### config.mk
export PLATFORM = sky130hd
export DESIGN_NAME = mem_arbiter_rr_flat
export DESIGN_NICKNAME = d
export VERILOG_FILES = /design/src/rtl/mem_arbiter_rr_if.sv /design/src/rtl/mem_arbiter_rr.sv /design/src/flat_wrapper.sv
export SDC_FILE = /design/constraint.sdc
export NUM_CORES = 1
export LEC_CHECK = 0
export CORE_MARGIN = 10
export CORE_UTILIZATION = 42
export DETAILED_ROUTE_END_ITERATION = 8
export PLACE_DENSITY = 0.91
export SETUP_SLACK_MARGIN = 0.02
export SYNTH_ARGS = -nofsm -noshare
export SYNTH_HDL_FRONTEND = slang
export SYNTH_SLANG_ARGS = --single-unit
### constraint.sdc
create_clock -name clk -period 2.95 [get_ports clk]
set_input_delay 0.4425 -clock clk [delete_from_list [all_inputs] [get_ports clk]]
set_output_delay 0.4425 -clock clk [all_outputs]
set_load 0.005 [all_outputs]
### src/rtl/mem_arbiter_rr_if.sv
// PicoRV32-native memory bus: one request/response channel between a master and a slave.
interface mem_arbiter_rr_if;
  logic        mem_valid;
  logic        mem_ready;
  logic [31:0] mem_addr;
  logic [31:0] mem_wdata;
  logic [3:0]  mem_wstrb;
  logic [31:0] mem_rdata;

  modport master (
    output mem_valid, mem_addr, mem_wdata, mem_wstrb,
    input  mem_ready, mem_rdata
  );

  modport slave (
    input  mem_valid, mem_addr, mem_wdata, mem_wstrb,
    output mem_ready, mem_rdata
  );
endinterface

### src/rtl/mem_arbiter_rr.sv
// Round-robin arbiter sharing one single-port SRAM between two PicoRV32-style masters.
// Every transfer walks IDLE -> BUSY -> TURN; the TURN cycle swallows the SRAM's
// trailing ready, and a watchdog aborts a transfer the slave never answers.
module mem_arbiter_rr #(
  parameter int          TIMEOUT   = 16,
  parameter logic [31:0] ERR_RDATA = 32'hDEAD_BEEF
) (
  input  logic             clk,
  input  logic             rst_n,
  mem_arbiter_rr_if.slave  m0,
  mem_arbiter_rr_if.slave  m1,
  mem_arbiter_rr_if.master s,
  output logic             grant,
  output logic             timeout_err
);

  localparam int             CW        = $clog2(TIMEOUT) + 1;
  localparam logic [CW-1:0]  WDOG_LAST = CW'(TIMEOUT - 1);

  typedef enum logic [1:0] {
    IDLE = 2'd0,
    BUSY = 2'd1,
    TURN = 2'd2
  } state_t;

  state_t        state;
  state_t        state_next;
  logic          prefer;
  logic [CW-1:0] wdog;
  logic          do_grant;
  logic          grant_idx;
  logic          do_done;
  logic          do_abort;

  // State register; reset abandons any transfer in flight.
  always_ff @(posedge clk) begin
    if (!rst_n) begin
      state <= IDLE;
    end else begin
      state <= state_next;
    end
  end

  // Next-state and arbitration decisions; the registered datapath below acts on them.
  always_comb begin
    state_next = state;
    do_grant   = 1'b0;
    grant_idx  = prefer;
    do_done    = 1'b0;
    do_abort   = 1'b0;
    unique case (state)
      IDLE: begin
        if (m0.mem_valid && m1.mem_valid) begin
          do_grant  = 1'b1;
          grant_idx = prefer;
        end else if (m0.mem_valid) begin
          do_grant  = 1'b1;
          grant_idx = 1'b0;
        end else if (m1.mem_valid) begin
          do_grant  = 1'b1;
          grant_idx = 1'b1;
        end
        if (do_grant) begin
          state_next = BUSY;
        end
      end
      BUSY: begin
        if (s.mem_ready) begin
          do_done = 1'b1;
        end else if (wdog == WDOG_LAST) begin
          do_abort = 1'b1;
        end
        if (do_done || do_abort) begin
          state_next = TURN;
        end
      end
      TURN: begin
        state_next = IDLE;
      end
      default: begin
        state_next = IDLE;
      end
    endcase
  end

  // Registered outputs: latch the winner's request, then return its data and a one-cycle ready.
  always_ff @(posedge clk) begin
    if (!rst_n) begin
      s.mem_valid  <= 1'b0;
      s.mem_addr   <= '0;
      s.mem_wdata  <= '0;
      s.mem_wstrb  <= '0;
      m0.mem_ready <= 1'b0;
      m0.mem_rdata <= '0;
      m1.mem_ready <= 1'b0;
      m1.mem_rdata <= '0;
      grant        <= 1'b0;
      timeout_err  <= 1'b0;
      prefer       <= 1'b0;
      wdog         <= '0;
    end else begin
      m0.mem_ready <= 1'b0;
      m1.mem_ready <= 1'b0;
      timeout_err  <= 1'b0;
      if (do_grant) begin
        s.mem_valid <= 1'b1;
        s.mem_addr  <= grant_idx ? m1.mem_addr  : m0.mem_addr;
        s.mem_wdata <= grant_idx ? m1.mem_wdata : m0.mem_wdata;
        s.mem_wstrb <= grant_idx ? m1.mem_wstrb : m0.mem_wstrb;
        grant       <= grant_idx;
        wdog        <= '0;
      end
      if (state == BUSY && !do_done && !do_abort) begin
        wdog <= wdog + 1'b1;
      end
      if (do_done || do_abort) begin
        s.mem_valid <= 1'b0;
        timeout_err <= do_abort;
        prefer      <= ~grant;
        if (grant) begin
          m1.mem_rdata <= do_abort ? ERR_RDATA : s.mem_rdata;
          m1.mem_ready <= 1'b1;
        end else begin
          m0.mem_rdata <= do_abort ? ERR_RDATA : s.mem_rdata;
          m0.mem_ready <= 1'b1;
        end
      end
    end
  end

endmodule
### src/flat_wrapper.sv
// flat-port wrapper written by rule: the top's interface ports become plain ports
module mem_arbiter_rr_flat 
#(
  parameter int          TIMEOUT   = 16,
  parameter logic [31:0] ERR_RDATA = 32'hDEAD_BEEF
)
  (clk, rst_n, grant, timeout_err, m0_mem_valid, m0_mem_addr, m0_mem_wdata, m0_mem_wstrb, m0_mem_ready, m0_mem_rdata, m1_mem_valid, m1_mem_addr, m1_mem_wdata, m1_mem_wstrb, m1_mem_ready, m1_mem_rdata, s_mem_valid, s_mem_addr, s_mem_wdata, s_mem_wstrb, s_mem_ready, s_mem_rdata);
  mem_arbiter_rr_if m0_i ();
  mem_arbiter_rr_if m1_i ();
  mem_arbiter_rr_if s_i ();
  input  logic clk;
  input  logic rst_n;
  output logic grant;
  output logic timeout_err;
  input wire logic [$bits(m0_i.mem_valid)-1:0] m0_mem_valid;
  input wire logic [$bits(m0_i.mem_addr)-1:0] m0_mem_addr;
  input wire logic [$bits(m0_i.mem_wdata)-1:0] m0_mem_wdata;
  input wire logic [$bits(m0_i.mem_wstrb)-1:0] m0_mem_wstrb;
  output wire logic [$bits(m0_i.mem_ready)-1:0] m0_mem_ready;
  output wire logic [$bits(m0_i.mem_rdata)-1:0] m0_mem_rdata;
  input wire logic [$bits(m1_i.mem_valid)-1:0] m1_mem_valid;
  input wire logic [$bits(m1_i.mem_addr)-1:0] m1_mem_addr;
  input wire logic [$bits(m1_i.mem_wdata)-1:0] m1_mem_wdata;
  input wire logic [$bits(m1_i.mem_wstrb)-1:0] m1_mem_wstrb;
  output wire logic [$bits(m1_i.mem_ready)-1:0] m1_mem_ready;
  output wire logic [$bits(m1_i.mem_rdata)-1:0] m1_mem_rdata;
  output wire logic [$bits(s_i.mem_valid)-1:0] s_mem_valid;
  output wire logic [$bits(s_i.mem_addr)-1:0] s_mem_addr;
  output wire logic [$bits(s_i.mem_wdata)-1:0] s_mem_wdata;
  output wire logic [$bits(s_i.mem_wstrb)-1:0] s_mem_wstrb;
  input wire logic [$bits(s_i.mem_ready)-1:0] s_mem_ready;
  input wire logic [$bits(s_i.mem_rdata)-1:0] s_mem_rdata;
  assign m0_i.mem_valid = m0_mem_valid;
  assign m0_i.mem_addr = m0_mem_addr;
  assign m0_i.mem_wdata = m0_mem_wdata;
  assign m0_i.mem_wstrb = m0_mem_wstrb;
  assign m0_mem_ready = m0_i.mem_ready;
  assign m0_mem_rdata = m0_i.mem_rdata;
  assign m1_i.mem_valid = m1_mem_valid;
  assign m1_i.mem_addr = m1_mem_addr;
  assign m1_i.mem_wdata = m1_mem_wdata;
  assign m1_i.mem_wstrb = m1_mem_wstrb;
  assign m1_mem_ready = m1_i.mem_ready;
  assign m1_mem_rdata = m1_i.mem_rdata;
  assign s_mem_valid = s_i.mem_valid;
  assign s_mem_addr = s_i.mem_addr;
  assign s_mem_wdata = s_i.mem_wdata;
  assign s_mem_wstrb = s_i.mem_wstrb;
  assign s_i.mem_ready = s_mem_ready;
  assign s_i.mem_rdata = s_mem_rdata;
  mem_arbiter_rr #(.TIMEOUT(TIMEOUT), .ERR_RDATA(ERR_RDATA)) u_core (.clk(clk), .rst_n(rst_n), .m0(m0_i), .m1(m1_i), .s(s_i), .grant(grant), .timeout_err(timeout_err));
endmodule
==> reports/results.txt, run 1 <==
outcome = finished clean
FILL cells = 965
worst clock skew = 0.01062 ns
leakage = 3.448 nW
Switching Share = 25.56%
RR Startpoint = u_core.wdog[0]
die area = 18460 um2
Worst EP required = 3.27 ns
share of cells above drive strength 1 = 4.900%
1st-iter DRT viols = 400
critical path fanouts, max = 56
clk sinks = 145
antenna violations before repair = 1
sequential fraction of the synthesis area = 51.49%
Psw = 1.369 mW
syn_area_per_cell = 7.941 um2
final setup TNS = 0 ns
wire length per cell = 17.79 um
Synth Cell Area = 5638 um2
row count = 42
CTS Hold Buffers Added = 0
Yosys Warn Count = 0
Max Cap Violations = 0
IO Pins = 310
CTS buffer count = 17
Slew HR = 49.76%
post-CTS sizing = 0
Post-CTS Setup Inserts = 0
post-synth top area share = 51.49%
vias in the first global route = 5880
clock-pin slew of the registers on the worst-case setup and hold paths = 0.06 ns
fmax = 0.4512 GHz
most common cell after layout, fill and taps aside = clkdlybuf4s50_1
final worst path period need = 2.217 ns
Final period util = 75.14%
fin. max-slew vios = 0
final setup vio count = 0
largest net degree at the start of global routing = 138
Clk pwr share = 39.3%
Critical Path AT = 2.54 ns
post-DP HPWL = 15290 um
measured slew at the worst slew-check pin = 0.7525 ns
part of the power in registers = 41.1%
GRT Total Usage = 21.82%
first-pass GRT wire length = 31900 um
Reg-to-Reg End = u_core.m1.mem_rdata[12]
TritonCTS clock tree = done
pre-CTS WS = 0.4790 ns
Die Y = 135.9 um
CP endpoint = u_core.m1.mem_rdata[12]
initial core utilization = 42.74%
CP Class = register to register
Initial DRT Pass Iterations = 4
Clock Latency Late Sink = 0.42 ns
Power Density = 569.8 nW/um2
global placement routability congestion = 0.8100
GRT Residual Overflow = 0
crit end category = register
core region area = 13190 um2
worst min-delay path category = register to register
antenna-violating nets left = 0
most frequent cells in the layout = 308 x clkdlybuf4s50_1, 170 x nand2_1, 145 x dfxtp_1
Port Buf Inserts = 309
Pint = 3.987 mW
unrepaired setup endpoints after global routing = false
Clock Path Buffers = 2
Worst VDD drop = 0.3404 mV
combinational power share = 19.6%
clock root buffer = clkbuf_16
WL final = 20940 um
register bit total from synthesis = 145
vias = 6064
crit path launch = u_core.wdog[0]
DIE WIDTH = 135.9 um
Gate Count Post-Synth = 710
syn nets = 885
final worst setup slack = 0.7335 ns
Cell variety after synth = 32
Fin. Hold Viols = 0
Synth area leaders = dfxtp_1 51%, nand2_1 11%, a31oi_1 7.5%
htree depth = 4
R2R setup slack = 0.73 ns
DRC viols = 0
CP startpoint kind = register
dominant cell type by area after synthesis = dfxtp_1
via/cell ratio = 5.152
area delta synth->final = 66.73%
r2r worst-path depth = 8
NumNets Final = 1162
==> worst min path at each step <==
stage	startpoint	endpoint	slack, ns	cells after the start
after detailed placement	u_core.m1.mem_rdata[20]	u_core.m1.mem_rdata[20]	0.45	2
final	u_core.m1.mem_rdata[22]	u_core.m1.mem_rdata[22]	0.46	2
after global placement	u_core.wdog[3]	u_core.wdog[3]	0.44	1
after CTS	u_core.m1.mem_rdata[20]	u_core.m1.mem_rdata[20]	0.46	2
after floorplan	u_core.wdog[3]	u_core.wdog[3]	0.41	1
after global routing	u_core.m0.mem_rdata[24]	u_core.m0.mem_rdata[24]	0.47	2
==> sequential cells by signal (all words and copies together), names as in the netlist, 2 cells and up <==
register	cells
u_core.m0.mem_rdata	32
u_core.m1.mem_rdata	32
u_core.s.mem_addr	32
u_core.s.mem_wdata	32
u_core.wdog	5
u_core.s.mem_wstrb	4
u_core.state	2
==> metrics by stage <==
step                      std cells  power, mW  hold WS (ns)  instance area (um2)  util [%]
after global routing           1176      5.581        0.4716                 9398     71.25
after detailed placement       1144      3.292        0.4478                 8820     66.87
after CTS                      1176      5.392        0.4559                 9398     71.25
after global placement         1144      3.264        0.4377                 8820     66.87
final                          1177      5.356        0.4559                 9400     71.27
after floorplan                 710      2.634        0.4147                 5638         -
==> cells by family (layout without fill, tap and decap cells) <==
| group | after synthesis | count (layout) | share of synthesized area, % |
|---|---|---|---|
| simple gates | 283 | 283 | 20.11 |
| compound gates | 215 | 215 | 23.19 |
| flops | 145 | 145 | 51.49 |
| buf+inv | 65 | 355 | 4.771 |
| fa+ha+maj | 2 | 2 | 0.4438 |
| other cells | 0 | 1 | 0 |
==> power groups by stage <==
stage / clock network (mW) / registers [mW] / logic, mW
floorplan: 0 / 2.25 / 0.386
global placement: 0 / 2.23 / 1.03
detailed placement: 0 / 2.24 / 1.05
CTS: 2.13 / 2.20 / 1.06
global route: 2.22 / 2.22 / 1.14
finish: 2.11 / 2.20 / 1.05
==> worst max-delay path, cell delays in order, from the launching register on <==
cell and delay (ns):
dfxtp_1 0.38, ha_1 0.21, and3_1 0.17, ha_1 0.21, nor2_1 0.10, nor3b_2 0.17, buf_4 0.48, nor2_1 0.10
a211oi_1 0.27
==> cell type report <==
type                       instances  area, um2  share of cell area [%]
multi-input combinational        500       2490                   26.49
sequential                       145       2903                   30.88
clock buffer                      20      446.7                   4.752
antenna                            1      2.502                 0.02662
timing repair buffer             320       3196                   33.99
tap                              176      220.2                   2.343
inverter                           3      11.26                  0.1198
clock inverter                    12      131.4                   1.398
==> routing by layer <==
metal	vias to the layer above	track usage (%)	share of wire, %
met5	-	0	0
li1	3006	-	-
met3	28	9.742	11
met4	0	7.396	2.4
met1	2758	23.66	38
met2	272	37.12	49
==> cells in the mapped netlist <==
cell type	number
buf_1	6
nand3_1	1
a32oi_1	1
buf_4	3
clkbuf_1	42
buf_2	11
ha_1	2
and3_1	1
and4bb_2	1
nor3b_1	1
a21oi_1	22
o21ai_0	70
o211a_1	1
a211o_1	1
nor2b_1	9
nor2_1	89
nand2_1	170
a31oi_1	68
nor4b_1	1
inv_1	3
o21ai_1	1
and2_1	1
nand3b_1	2
nor3_1	3
nand2b_1	1
a211oi_2	1
o31a_1	1
a22oi_1	1
or4b_1	1
a211oi_1	48
dfxtp_1	145
or3_1	2
(Power assumes the default switching activity.)
==> run 2, diff against run 1 <==
- CORE_UTILIZATION: 42 -> 35
- PLACE_DENSITY: 0.91 -> 0.82
- clock period: 2.95 -> 1.85 ns (I/O delays scaled with it)
==> run 2 against run 1 <==
The run now ends with negative setup slack left; combinational power increased by 77%; core utilization is 7.8 points lower; via count increased by 3.8%; critical path type unchanged; critical endpoint is now u_core.wdog[1]; largest power group is now the clock network; highest routed layer is now met5.
==> reports/results.txt, run 2 (synthesis results as in run 1) <==
fmax = 0.5360 GHz (+19%)
Critical Path AT = 2.16 ns (-0.38 ns)
critical path fanouts, max = 6 (-89%)
worst clock skew = 0.01006 ns (-0.0005677 ns)
GRT busiest layer = met2
worst min-delay path category = input pin to register
met3 usage = 9.797% (+0.056 points)
core region area = 15830 um2 (+20%)
GR Util met2 = 33.40% (-3.7 points)
Worst EP required = 2.15 ns (-1.12 ns)
Final period util = 100.8% (+26 points)
Multi-input gate area = 2590 um2 (+4.0%)
vias in the first global route = 6139 (+4.4%)
R2R setup slack = -0.02 ns (-0.75 ns)
final worst setup slack = -0.01559 ns (-0.7491 ns)
worst path bufs/invs = 0 (-1)
FILL cells = 1298 (+35%)
final worst path period need = 1.866 ns (-0.3509 ns)
leakage = 3.708 nW (+7.5%)
Fin. Hold Viols = 0 (unchanged)
antenna violations before repair = 1 (unchanged)
DRC viols = 0 (unchanged)
CP startpoint kind = register
outcome = finished, violations left
final core utilization = 63.44% (-7.8 points)
via/cell ratio = 5.048 (-2.0%)
measured slew at the worst slew-check pin = 0.5131 ns (-0.2394 ns)
clk sinks = 145 (unchanged)
unrepaired setup endpoints after global routing = true
Worst VDD drop = 0.5970 mV (+75%)
most frequent cell on the critical path = ha_4
largest net degree at the start of global routing = 72 (-48%)
M1 GR Usage = 20.74% (-2.9 points)
Max Cap Violations = 0 (unchanged)
Clock Latency Late Sink = 0.42 ns (about the same)
global placement routability congestion = 0.7947 (-1.9%)
total power draw = 8.892 mW (+66%)
final setup vio count = 2 (+2)
htree depth = 4 (unchanged)
antenna-violating nets left = 0 (unchanged)
Power Density = 885.6 nW/um2 (+55%)
crit end category = register
TritonCTS clock tree = done
Placed Area = 9170 um2 (+4.0%)
WL final = 23120 um (+10%)
violated checks = negative setup slack
Initial DRT Pass Iterations = 6 (+2)
first-pass GRT wire length = 33870 um (+6.2%)
area delta synth->final = 78.10%
GRT Total Usage = 19.24% (-2.6 points)
CP delay by family, top = simple AND/OR/NAND/NOR gates
fin area = 10040 um2 (+6.8%)
worst path cell trace = ha_4, and3_4, ha_4, or4b_4, o31a_1, a22oi_1, nor2_1
CTS buffer count = 17 (unchanged)
die area = 21590 um2 (+17%)
most frequent cells in the layout = 308 x clkdlybuf4s50_1, 170 x nand2_1, 143 x dfxtp_1
Slew HR = 65.74% (+16 points)
vias = 6295 (+3.8%)
Largest stage delay, worst path = 0.53 ns (+0.05 ns)
Clock Path Buffers = 2 (unchanged)
Die Y = 146.9 um (+8.1%)
DIE WIDTH = 146.9 um (+8.1%)
CTS Hold Buffers Added = 0 (unchanged)
clock root buffer = clkbuf_16
CP max-delay cell = or4b_4
fin. max-slew vios = 0 (unchanged)
ANT cells = 0 (-1)
Final Hold Slack = 0.3759 ns (-0.07997 ns)
NumNets Final = 1193 (+2.7%)
wire length per cell = 18.54 um (+4.2%)
initial core utilization = 35.62% (-7.1 points)
most common cell after layout, fill and taps aside = clkdlybuf4s50_1
register area = 2905 um2 (about the same)
1st-iter DRT viols = 223 (-44%)
final setup TNS = -0.01689 ns (-0.01689 ns)
IO Pins = 310 (unchanged)
clock-pin slew of the registers on the worst-case setup and hold paths = 0.06 ns (about the same)
Port Buf Inserts = 309 (unchanged)
CP Class = register to register
share of cells above drive strength 1 = 9.699% (+4.8 points)
row count = 46 (+9.5%)
post-DP HPWL = 16010 um (+4.7%)
GRT Residual Overflow = 0 (unchanged)
## run 2: area by class of cell
type,instances,area share [%]
inverter,3,0.1121
clock inverter,15,1.720
multi-input combinational,500,25.79
sequential,145,28.93
clock buffer,17,4.237
tap,216,2.692
timing repair buffer,351,36.51
## run 2: worst paths after layout
path / startpoint / endpoint / cells past startpoint
setup / recovery: u_core.wdog[1] / u_core.wdog[1] / 7
hold / removal: rst_n / u_core.s.mem_valid / 3
setup reg to reg: u_core.wdog[1] / u_core.wdog[1] / 7
hold reg to reg: u_core.m1.mem_rdata[14] / u_core.m1.mem_rdata[14] / 2
## run 2: power by group
part | internal, mW | switching (mW)
Combinational | 1.07 | 0.784
Clock | 2.03 | 1.49
Sequential | 3.38 | 0.127
Total | 6.49 | 2.41
## run 2: what timing repair did
action                                  in CTS  in global routing
resized for setup                            4                 26
setup buffers                                2                  3
pin swaps                                    4                  3
gates cloned                                 1                  5
endpoints found under the setup margin      13                 81
## run 2: routing by layer
layer  vias up  wire length (um)
met1      2939              8822
met4         2               183
met2       263             11640
met3        16              2461
met5         -                11
li1       3075                 -
## run 2: worst min-delay path, stage by stage
cell,delay [ns]
buf_2,0.13
buf_12,0.18
o211a_1,0.14
## run 2: stage by stage
step	setup WS, ns	cells
finish	-0.01559	1247
floorplan	0.02579	710
global route	-0.08882	1247
CTS	-0.009709	1239
global placement	-0.2164	1204
detailed placement	-0.2510	1204
